## config.mk

```make
export PLATFORM = sky130hd
export DESIGN_NAME = tmr_irq_arbiter_flat
export DESIGN_NICKNAME = d
export VERILOG_FILES = /design/src/rtl/tmr_irq_pkg.sv /design/src/rtl/tmr_irq_arbiter_if.sv /design/src/rtl/tmr_rr_picker.sv /design/src/rtl/tmr_irq_arbiter.sv /design/src/flat_wrapper.sv
export SDC_FILE = /design/constraint.sdc
export NUM_CORES = 1
export LEC_CHECK = 0
export BUFFER_PORTS_ARGS = -buffer_cell sky130_fd_sc_hd__buf_2
export CORE_UTILIZATION = 43
export DETAILED_ROUTE_END_ITERATION = 6
export GPL_TIMING_DRIVEN = 0
export PLACE_DENSITY = 0.68
export SLEW_MARGIN = 30
export SYNTH_ARGS = -nofsm -noshare
export SYNTH_HDL_FRONTEND = slang
export SYNTH_SLANG_ARGS = --single-unit
```

## constraint.sdc

```tcl
create_clock -name clk -period 4.1 [get_ports clk]
set_input_delay 0.82 -clock clk [delete_from_list [all_inputs] [get_ports clk]]
set_output_delay 0.82 -clock clk [all_outputs]
set_load 0.05 [all_outputs]
```

## src/rtl/tmr_irq_pkg.sv

```systemverilog
// Shared types and constants for the timer interrupt arbiter.
// Optional ack timeout is controlled by the TMR_IRQ_TIMEOUT_EN macro.
package tmr_irq_pkg;

    typedef enum logic [1:0] {
        IDLE      = 2'd0,
        REQ       = 2'd1,
        CLR       = 2'd2,
        WAIT_DROP = 2'd3
    } state_t;

    // Wide all-ones so any vector width can truncate it to its idle code.
    localparam logic [31:0] VEC_NONE = 32'hFFFF_FFFF;

    localparam int SRC_CMIA0 = 0;
    localparam int SRC_CMIB0 = 1;
    localparam int SRC_OVI0  = 2;
    localparam int SRC_CMIA1 = 3;
    localparam int SRC_CMIB1 = 4;
    localparam int SRC_OVI1  = 5;

endpackage

```

## src/rtl/tmr_irq_arbiter_if.sv

```systemverilog
// Interrupt source / CPU handshake bundle for tmr_irq_arbiter.
// lost_irq exists only when TMR_IRQ_TIMEOUT_EN is defined.
interface tmr_irq_arbiter_if #(
    parameter int NUM_SRC   = 6,
    parameter int VEC_WIDTH = 3
);
    logic [NUM_SRC-1:0]   irq_src;
    logic                 rr_mode;
    logic                 irq_ack;
    logic                 irq_req;
    logic [VEC_WIDTH-1:0] irq_vec;
    logic [NUM_SRC-1:0]   flag_clr;
    logic                 busy;
`ifdef TMR_IRQ_TIMEOUT_EN
    logic                 lost_irq;

    modport master (output irq_src, rr_mode, irq_ack,
                    input  irq_req, irq_vec, flag_clr, busy, lost_irq);
    modport slave  (input  irq_src, rr_mode, irq_ack,
                    output irq_req, irq_vec, flag_clr, busy, lost_irq);
`else
    modport master (output irq_src, rr_mode, irq_ack,
                    input  irq_req, irq_vec, flag_clr, busy);
    modport slave  (input  irq_src, rr_mode, irq_ack,
                    output irq_req, irq_vec, flag_clr, busy);
`endif
endinterface

```

## src/rtl/tmr_rr_picker.sv

```systemverilog
// Combinational rotating-priority picker: first set request scanning upward
// from start (round-robin) or from index 0 (fixed), wrapping at NUM_SRC-1.
module tmr_rr_picker #(
    parameter int NUM_SRC   = 6,
    parameter int VEC_WIDTH = 3
) (
    input  logic [NUM_SRC-1:0]   req,
    input  logic [VEC_WIDTH-1:0] start,
    input  logic                 mode,
    output logic [VEC_WIDTH-1:0] idx,
    output logic                 valid
);

    always_comb begin
        int base;
        int p;
        idx   = '0;
        valid = 1'b0;
        base  = mode ? int'(start) : 0;
        p     = 0;
        // Scan from the farthest offset down so the nearest hit is written last.
        for (int i = NUM_SRC - 1; i >= 0; i--) begin
            p = base + i;
            if (p >= NUM_SRC) begin
                p = p - NUM_SRC;
            end
            if (req[p]) begin
                idx   = p[VEC_WIDTH-1:0];
                valid = 1'b1;
            end
        end
    end

endmodule

```

## src/rtl/tmr_irq_arbiter.sv

```systemverilog
// Arbitrates the six timer interrupt flags onto one CPU request with a
// vector/ack handshake and flag-clear strobe. Optional: TMR_IRQ_TIMEOUT_EN.
module tmr_irq_arbiter
    import tmr_irq_pkg::*;
#(
    parameter int NUM_SRC     = 6,
    parameter int VEC_WIDTH   = 3,
    parameter int ACK_TIMEOUT = 255
) (
    input  logic            clk,
    input  logic            rst,
    tmr_irq_arbiter_if.slave bus
);

    localparam logic [VEC_WIDTH-1:0] VEC_IDLE = VEC_WIDTH'(VEC_NONE);

    state_t               state_reg;
    logic [VEC_WIDTH-1:0] grant_reg;
    logic [VEC_WIDTH-1:0] rr_ptr_reg;
    logic                 irq_req_reg;
    logic [VEC_WIDTH-1:0] irq_vec_reg;
    logic [NUM_SRC-1:0]   flag_clr_reg;
    logic                 busy_reg;

    logic [VEC_WIDTH-1:0] pick_idx;
    logic                 pick_valid;
    logic [VEC_WIDTH-1:0] rr_ptr_next;

    tmr_rr_picker #(
        .NUM_SRC   (NUM_SRC),
        .VEC_WIDTH (VEC_WIDTH)
    ) u_picker (
        .req   (bus.irq_src),
        .start (rr_ptr_reg),
        .mode  (bus.rr_mode),
        .idx   (pick_idx),
        .valid (pick_valid)
    );

    assign rr_ptr_next = (grant_reg == VEC_WIDTH'(NUM_SRC - 1)) ? '0 : grant_reg + 1'b1;

`ifdef TMR_IRQ_TIMEOUT_EN
    localparam int TO_W = $clog2(ACK_TIMEOUT + 1);
    logic [TO_W-1:0] to_cnt_reg;
    logic            lost_reg;
    assign bus.lost_irq = lost_reg;
`else
    wire unused_timeout_cfg = (ACK_TIMEOUT > 0);
`endif

    always_ff @(posedge clk or posedge rst) begin
        if (rst) begin
            state_reg    <= IDLE;
            grant_reg    <= '0;
            rr_ptr_reg   <= '0;
            irq_req_reg  <= 1'b0;
            irq_vec_reg  <= VEC_IDLE;
            flag_clr_reg <= '0;
            busy_reg     <= 1'b0;
`ifdef TMR_IRQ_TIMEOUT_EN
            to_cnt_reg   <= '0;
            lost_reg     <= 1'b0;
`endif
        end else begin
            flag_clr_reg <= '0;
            case (state_reg)
                IDLE: begin
                    if (pick_valid) begin
                        grant_reg   <= pick_idx;
                        irq_req_reg <= 1'b1;
                        irq_vec_reg <= pick_idx;
                        busy_reg    <= 1'b1;
                        state_reg   <= REQ;
`ifdef TMR_IRQ_TIMEOUT_EN
                        to_cnt_reg  <= '0;
`endif
                    end
                end
                REQ: begin
                    // Ack takes precedence over a source that falls in the same cycle.
                    if (bus.irq_ack) begin
                        irq_req_reg  <= 1'b0;
                        flag_clr_reg <= NUM_SRC'(1) << grant_reg;
                        state_reg    <= CLR;
                    end else if (!bus.irq_src[grant_reg]) begin
                        irq_req_reg <= 1'b0;
                        irq_vec_reg <= VEC_IDLE;
                        busy_reg    <= 1'b0;
                        state_reg   <= IDLE;
                    end
`ifdef TMR_IRQ_TIMEOUT_EN
                    else if (to_cnt_reg == TO_W'(ACK_TIMEOUT - 1)) begin
                        irq_req_reg <= 1'b0;
                        irq_vec_reg <= VEC_IDLE;
                        busy_reg    <= 1'b0;
                        rr_ptr_reg  <= rr_ptr_next;
                        lost_reg    <= 1'b1;
                        state_reg   <= IDLE;
                    end else begin
                        to_cnt_reg <= to_cnt_reg + 1'b1;
                    end
`endif
                end
                CLR: begin
                    rr_ptr_reg <= rr_ptr_next;
                    state_reg  <= WAIT_DROP;
                end
                WAIT_DROP: begin
                    // Hold off re-arbitration until the serviced level is gone.
                    if (!bus.irq_src[grant_reg]) begin
                        irq_vec_reg <= VEC_IDLE;
                        busy_reg    <= 1'b0;
                        state_reg   <= IDLE;
                    end
                end
                default: begin
                    state_reg <= IDLE;
                end
            endcase
        end
    end

    assign bus.irq_req  = irq_req_reg;
    assign bus.irq_vec  = irq_vec_reg;
    assign bus.flag_clr = flag_clr_reg;
    assign bus.busy     = busy_reg;

endmodule

```

## src/flat_wrapper.sv

```systemverilog
// flat-port wrapper written by rule: the top's interface ports become plain ports
module tmr_irq_arbiter_flat import tmr_irq_pkg::*;
#(
    parameter int NUM_SRC     = 6,
    parameter int VEC_WIDTH   = 3,
    parameter int ACK_TIMEOUT = 255
)
  (clk, rst, bus_irq_src, bus_rr_mode, bus_irq_ack, bus_irq_req, bus_irq_vec, bus_flag_clr, bus_busy);
  tmr_irq_arbiter_if #(.NUM_SRC(NUM_SRC), .VEC_WIDTH(VEC_WIDTH)) bus_i ();
  input  logic clk;
  input  logic rst;
  input wire logic [$bits(bus_i.irq_src)-1:0] bus_irq_src;
  input wire logic [$bits(bus_i.rr_mode)-1:0] bus_rr_mode;
  input wire logic [$bits(bus_i.irq_ack)-1:0] bus_irq_ack;
  output wire logic [$bits(bus_i.irq_req)-1:0] bus_irq_req;
  output wire logic [$bits(bus_i.irq_vec)-1:0] bus_irq_vec;
  output wire logic [$bits(bus_i.flag_clr)-1:0] bus_flag_clr;
  output wire logic [$bits(bus_i.busy)-1:0] bus_busy;
  assign bus_i.irq_src = bus_irq_src;
  assign bus_i.rr_mode = bus_rr_mode;
  assign bus_i.irq_ack = bus_irq_ack;
  assign bus_irq_req = bus_i.irq_req;
  assign bus_irq_vec = bus_i.irq_vec;
  assign bus_flag_clr = bus_i.flag_clr;
  assign bus_busy = bus_i.busy;
  tmr_irq_arbiter #(.NUM_SRC(NUM_SRC), .VEC_WIDTH(VEC_WIDTH), .ACK_TIMEOUT(ACK_TIMEOUT)) u_core (.clk(clk), .rst(rst), .bus(bus_i));
endmodule
```

==> results of run 1 <==
==> cell type report <==
type | count | area (sq um) | area share, %
Inverter | 15 | 56.3 | 2.74
Buffer | 14 | 100 | 4.88
Timing Repair Buffer | 19 | 95.1 | 4.63
Sequential cell | 19 | 479 | 23.3
Multi-Input combinational cell | 176 | 1210 | 59.1
Tap cell | 50 | 62.6 | 3.05
Clock inverter | 1 | 5.00 | 0.244
Clock buffer | 3 | 41.3 | 2.01
==> cells by family after synthesis <==
kind of cell             Yosys count  share of synthesized area, %
AO/OA/AOI/OAI                     71                          28.1
flip-flops                        19                          25.9
AND/OR/NAND/NOR                   85                          24.1
buffers and inverters             29                          8.46
multiplexers                      10                          7.10
XOR/XNOR                           2                         0.947
adder cells (fa/ha/maj)            8                          5.41
==> where the power goes <==
group | total (mW) | leakage (nW) | internal (mW) | switching, mW
clock network | 0.130 | 0.0255 | 0.0676 | 0.0626
logic | 1.13 | 0.726 | 0.436 | 0.698
registers | 0.316 | 0.234 | 0.269 | 0.0470
total | 1.58 | 0.985 | 0.773 | 0.808
==> cell usage after synthesis, types with 3 or more instances <==
| cell type | count | area (sq um) |
|---|---|---|
| nand2_1 | 26 | 97.6 |
| nor2_1 | 17 | 63.8 |
| dfrtp_1 | 16 | 400 |
| inv_1 | 15 | 56.3 |
| a21oi_1 | 12 | 60.1 |
| o21ai_0 | 11 | 55.1 |
| ha_1 | 8 | 100 |
| and3_1 | 7 | 43.8 |
| buf_4 | 6 | 45.0 |
| mux2i_1 | 6 | 60.1 |
| o21a_1 | 5 | 37.5 |
| a21o_1 | 4 | 30.0 |
| nand3_1 | 4 | 20.0 |
| nor2b_1 | 4 | 25.0 |
| nor3_1 | 4 | 20.0 |
| nor4_1 | 4 | 25.0 |
| o22ai_1 | 4 | 25.0 |
| and2_1 | 3 | 18.8 |
| buf_6 | 3 | 33.8 |
| clkbuf_1 | 3 | 11.3 |
| dfstp_2 | 3 | 78.8 |
| nand2b_1 | 3 | 18.8 |
| o211ai_1 | 3 | 22.5 |
| o31ai_1 | 3 | 22.5 |
| or2_2 | 3 | 18.8 |
==> metal layers <==
| metal | track usage (%) | up-vias |
|---|---|---|
| li1 | - | 871 |
| met1 | 31.0 | 825 |
| met2 | 34.7 | 45 |
| met3 | 3.55 | 2 |
| met4 | 2.66 | 0 |
| met5 | 0 | - |
==> worst max-delay path by stage <==
| stage | endpoint | slack [ns] | depth (start not counted) |
|---|---|---|---|
| CTS | u_core.grant_reg[2] | 0.25 | 15 |
| finish | u_core.grant_reg[2] | 0.20 | 15 |
| floorplan | u_core.bus.irq_vec[1] | 0.44 | 14 |
| global placement | u_core.grant_reg[2] | -0.01 | 15 |
| detailed placement | u_core.grant_reg[2] | -0.01 | 15 |
| global route | u_core.grant_reg[2] | 0.07 | 15 |
==> per-stage QoR <==
step	hold slack [ns]	worst slack (ns)	TNS, ns
floorplan	0.477	0.442	0
global placement	0.448	-0.0148	-0.0148
detailed placement	0.455	-0.0146	-0.0146
CTS	0.464	0.251	0
global route	0.487	0.0716	0
finish	0.463	0.201	0
==> worst max-delay path, stage by stage <==
cell       delay, ns
buf_4           0.15
nand2_1         0.13
inv_1           0.12
ha_1            0.38
buf_2           0.23
inv_1           0.11
ha_1            0.32
or2_2           0.32
a22oi_1         0.27
a211o_2         0.19
o21a_1          0.12
o22ai_1         0.07
a2111oi_0       0.51
o311a_1         0.25
nor2_1          0.06
==> flow_summary.yaml, run 1 <==
status:
  status: "finished clean"
clocking:
  post_cts_buffers: 0
  cts.htree.levels: 1
  clockBufferDepth: 2
  ctsHoldBuffers: 0
  cts-resized-gates: 0
  tritoncts: "yes"
  cts-buffers-inserted: 3
  clock_latency_ns: 0.26
  clkTransAtPathRegs_ns: 0.07
  clock-root-buffer: "clkbuf_8"
  cts.sinks: 19
job:
  drv_cap: 0
sta:
  slew_viol_final: 0
  finalHoldViolCount: 0
  fmax_mhz: 256
  rsz0062_at_grt: "no"
  skew_ns: 0.00147
  tightest_slew_ns: 0.710
  period_share_pct: 95.1
  setup_viol_count_final: 0
  max-slew-margin-rel_pct: 52.6
  period_minus_slack_ns: 3.90
global_routing:
  grt_use_total_pct: 21.7
  grt.overflow.total: 0
  grt_antenna_before_repair: 0
  grt_start_max_net_pins: 20
  grt_pass1_vias: 1581
  grt_first_pass_wirelength_um: 7520
final_layout:
  final_core_util_pct: 50.6
  mostFrequentLayoutCells: "26 x nand2_1, 21 x buf_2, 17 x nor2_1"
  stdcell_area_sq_um: 2050
  antenna_cells: 0
  drive_gt1_share_pct: 21.5
  final_common_cell: "nand2_1"
  nNetsFinal: 266
  fillers: 407
  syn2layout_area_growth_pct: 11.0
  instances_no_fill: 297
  largest_reg_flops: 6
power:
  power.density_nw_per_um2: 770
  finalPower_mw: 1.58
  ir_drop_mv: 0.531
  leakage_nw: 0.985
setup_path:
  critPathArrivalTime_ns: 4.05
  cp.required_ns: 4.25
  worstSetupPathType: "input pin to flip-flop"
  startpoint_type: "input pin"
  regToRegSetupSlack_ns: 0.42
  worstSetupEndpointType: "flip-flop"
  r2r-end: "u_core.grant_reg[2]"
  rr_worst_depth: 14
  r2r_start: "u_core.rr_ptr_reg[1]"
  crit_start: "bus_rr_mode"
  crit_fanout: 10
synthesis:
  ys_seq_area_share_pct: 25.9
  async_flop_share_pct: 100
  ys_ff_latch: 19
  syn_inst: 224
  synth_flop_cell: "dfrtp_1"
  syn_area_per_cell_sq_um: 8.26
  syn_area_sq_um: 1850
  synth_edf_count: 0
  ys_warn_count: 0
  synthesis.nets: 242
  synth.distinct_cells: 63
hold_path:
  min_path_type: "flip-flop to flip-flop"
  holdPathEnd: "u_core.bus.irq_vec[2]"
  holdPathStages: 2
  hp-start: "u_core.bus.irq_vec[2]"
detailed_routing:
  postRouteAntennaNets: 0
  drc_errors: 0
  detail_route.wl_per_cell_um: 15.1
  drtPass1Iterations: 4
  vias: 1743
  first_iter_violations: 140
  wl_met3_um: 245
  top_layer_used: "met4"
  wirelength_um: 4480
  wl_met1_um: 2100
  via_per_inst: 5.87
  wl_met2_um: 2120
floorplan:
  start_util_pct: 45.6
  core_area_sq_um: 4060
  die_w_um: 67.6
  boundaryPins: 21
  placementRows: 23
  die_y_um: 67.6
  die_area_sq_um: 4570
placement:
  placed_cells: 293
  placement.io_buffers: 19
  gp_congestion: 0.900
  dp_hpwl_um: 3410
  place_area_sq_um: 2010
Power figures use the tool's default switching activity.
==> inputs of run 2 (changes only) <==
Settings changed: CAP_MARGIN set to 40.
Clock period 4.1 ns to 3.9 ns, I/O delays scaled along.
==> run 2 against run 1 <==
  * Sequential power rose by 5%
  * First-iteration DRC count decreased by 7.1%
  * Routed wire length grew 0.31%
  * Combinational power grew 7%
  * Critical endpoint unchanged
  * Largest cell class unchanged
  * Highest routed layer unchanged
==> flow_summary.yaml, run 2 (same netlist as run 1, synthesis figures left out) <==
floorplan:
  core_area_sq_um: 4060
  die_y_um: 67.6
  boundaryPins: 21
  placementRows: 23
  start_util_pct: 45.6
  die_w_um: 67.6
  die_area_sq_um: 4570
sta:
  slew_viol_final: 0
  tightest_slew_ns: 0.706
  fmax_mhz: 266
  rsz0062_at_grt: "no"
  setup_viol_count_final: 0
  finalHoldViolCount: 0
  period_share_pct: 96.5
  max-slew-margin-rel_pct: 52.8
  period_minus_slack_ns: 3.76
  skew_ns: 0.000981
setup_path:
  startpoint_type: "input pin"
  critPathArrivalTime_ns: 3.91
  crit_fanout: 10
  slowest_delay_ns: 0.48
  cp.required_ns: 4.05
  crit_slowest_cell: "a2111oi_1"
  path_buf_inv: 4
  rr_worst_depth: 14
  path_delay_family: "compound AO/OA/AOI/OAI gates"
  r2r_start: "u_core.rr_ptr_reg[1]"
  regToRegSetupSlack_ns: 0.32
  worstSetupPathType: "input pin to flip-flop"
  r2r-end: "u_core.grant_reg[2]"
  crit_path_cell_trace: "buf_4 -> nand2_1 -> inv_1 -> ha_1 -> buf_2 -> inv_1 -> ha_1 -> or2_2 -> a22oi_2 -> a211o_2 -> o21a_1 -> o22ai_1 -> a2111oi_1 -> o311a_1 -> nor2_1"
  worstSetupEndpointType: "flip-flop"
detailed_routing:
  detail_route.wl_per_cell_um: 15.1
  postRouteAntennaNets: 0
  vias: 1741
  wirelength_um: 4500
  drc_errors: 0
  first_iter_violations: 130
  drtPass1Iterations: 4
  via_per_inst: 5.86
global_routing:
  grt_antenna_before_repair: 0
  grt.overflow.total: 0
  grt_use_total_pct: 21.7
  grt_pass1_vias: 1581
  grt_start_max_net_pins: 20
  grt_first_pass_wirelength_um: 7520
placement:
  placement.io_buffers: 19
  dp_hpwl_um: 3410
  gp_congestion: 0.900
  placed_cells: 293
hold_path:
  min_path_type: "flip-flop to flip-flop"
  holdPathEnd: "u_core.bus.irq_vec[2]"
  holdPathStages: 2
  hp-start: "u_core.bus.irq_vec[2]"
clocking:
  cts.sinks: 19
  ctsHoldBuffers: 0
  post_cts_buffers: 0
  clkTransAtPathRegs_ns: 0.07
  cts-resized-gates: 0
  clockBufferDepth: 2
  tritoncts: "yes"
  cts-buffers-inserted: 3
  clock-root-buffer: "clkbuf_8"
  cts.htree.levels: 1
  clock_latency_ns: 0.26
final_layout:
  syn2layout_area_growth_pct: 11.6
  final_core_util_pct: 50.8
  instances_no_fill: 297
  mostFrequentLayoutCells: "26 x nand2_1, 21 x buf_2, 17 x nor2_1"
  largest_reg_flops: 6
  fillers: 403
  nNetsFinal: 266
  drive_gt1_share_pct: 22.3
  final_common_cell: "nand2_1"
  antenna_cells: 0
power:
  power.density_nw_per_um2: 812
  ir_drop_mv: 0.558
  leakage_nw: 0.986
status:
  status: "finished clean"
job:
  drv_cap: 0
-- run 2: power breakdown --
part	leakage [nW]	internal [mW]	switching (mW)
Sequential	0.234	0.283	0.0489
Combinational	0.726	0.465	0.742
Clock	0.0255	0.0710	0.0660
Total	0.986	0.819	0.857
-- run 2: worst reg2reg max path: stages, from the launching register on --
cell and delay [ns]:
dfrtp_1 0.46, nand2_1 0.16, inv_1 0.12, ha_1 0.38, buf_2 0.23, inv_1 0.11, ha_1 0.33, or2_2 0.33
a22oi_2 0.21, a211o_2 0.17, o21a_1 0.12, o22ai_1 0.08, a2111oi_1 0.48, o311a_1 0.25, nor2_1 0.06
-- run 2: worst max-delay path by stage --
stage	to	start	slack, ns	depth (start not counted)
2_1_floorplan	u_core.bus.irq_vec[1]	bus_rr_mode	0.28	14
3_3_place_gp	u_core.grant_reg[2]	bus_rr_mode	-0.17	15
3_5_place_dp	u_core.grant_reg[2]	bus_rr_mode	-0.17	15
4_1_cts	u_core.grant_reg[2]	bus_rr_mode	0.09	15
5_1_grt	u_core.grant_reg[2]	bus_rr_mode	0.04	15
6_report	u_core.grant_reg[2]	bus_rr_mode	0.14	15
-- run 2: metrics by stage --
stage	setup TNS, ns	area, sq um	hold WS [ns]	setup WS, ns	power, mW
floorplan	0	1850	0.477	0.282	1.28
global placement	-0.780	2010	0.448	-0.175	1.50
detailed placement	-0.725	2010	0.455	-0.175	1.51
CTS	0	2050	0.464	0.0909	1.66
global route	0	2060	0.487	0.0400	1.82
finish	0	2060	0.463	0.138	1.68
-- run 2: per-layer routing --
layer  wire [um]  share of wire, %  up-vias  global-route usage, %
li1            -                 -      870                      -
met1        2140                48      816                   31.0
met2        2100                47       51                   34.7
met3         229               5.1        4                   3.55
met4          21              0.47        0                   2.66
met5           0                 0        -                      0
-- run 2: area by class of cell --
cell class              instances  area, sq um  area share [%]
repair buffers                 19         95.1            4.61
plain buffers                  14          100            4.85
clock inverters                 1         5.00           0.243
multi-input cells             176         1220            59.3
inverters                      15         56.3            2.73
flip-flops and latches         19          479            23.2
well taps                      50         62.6            3.03
clock buffers                   3         41.3            2.00
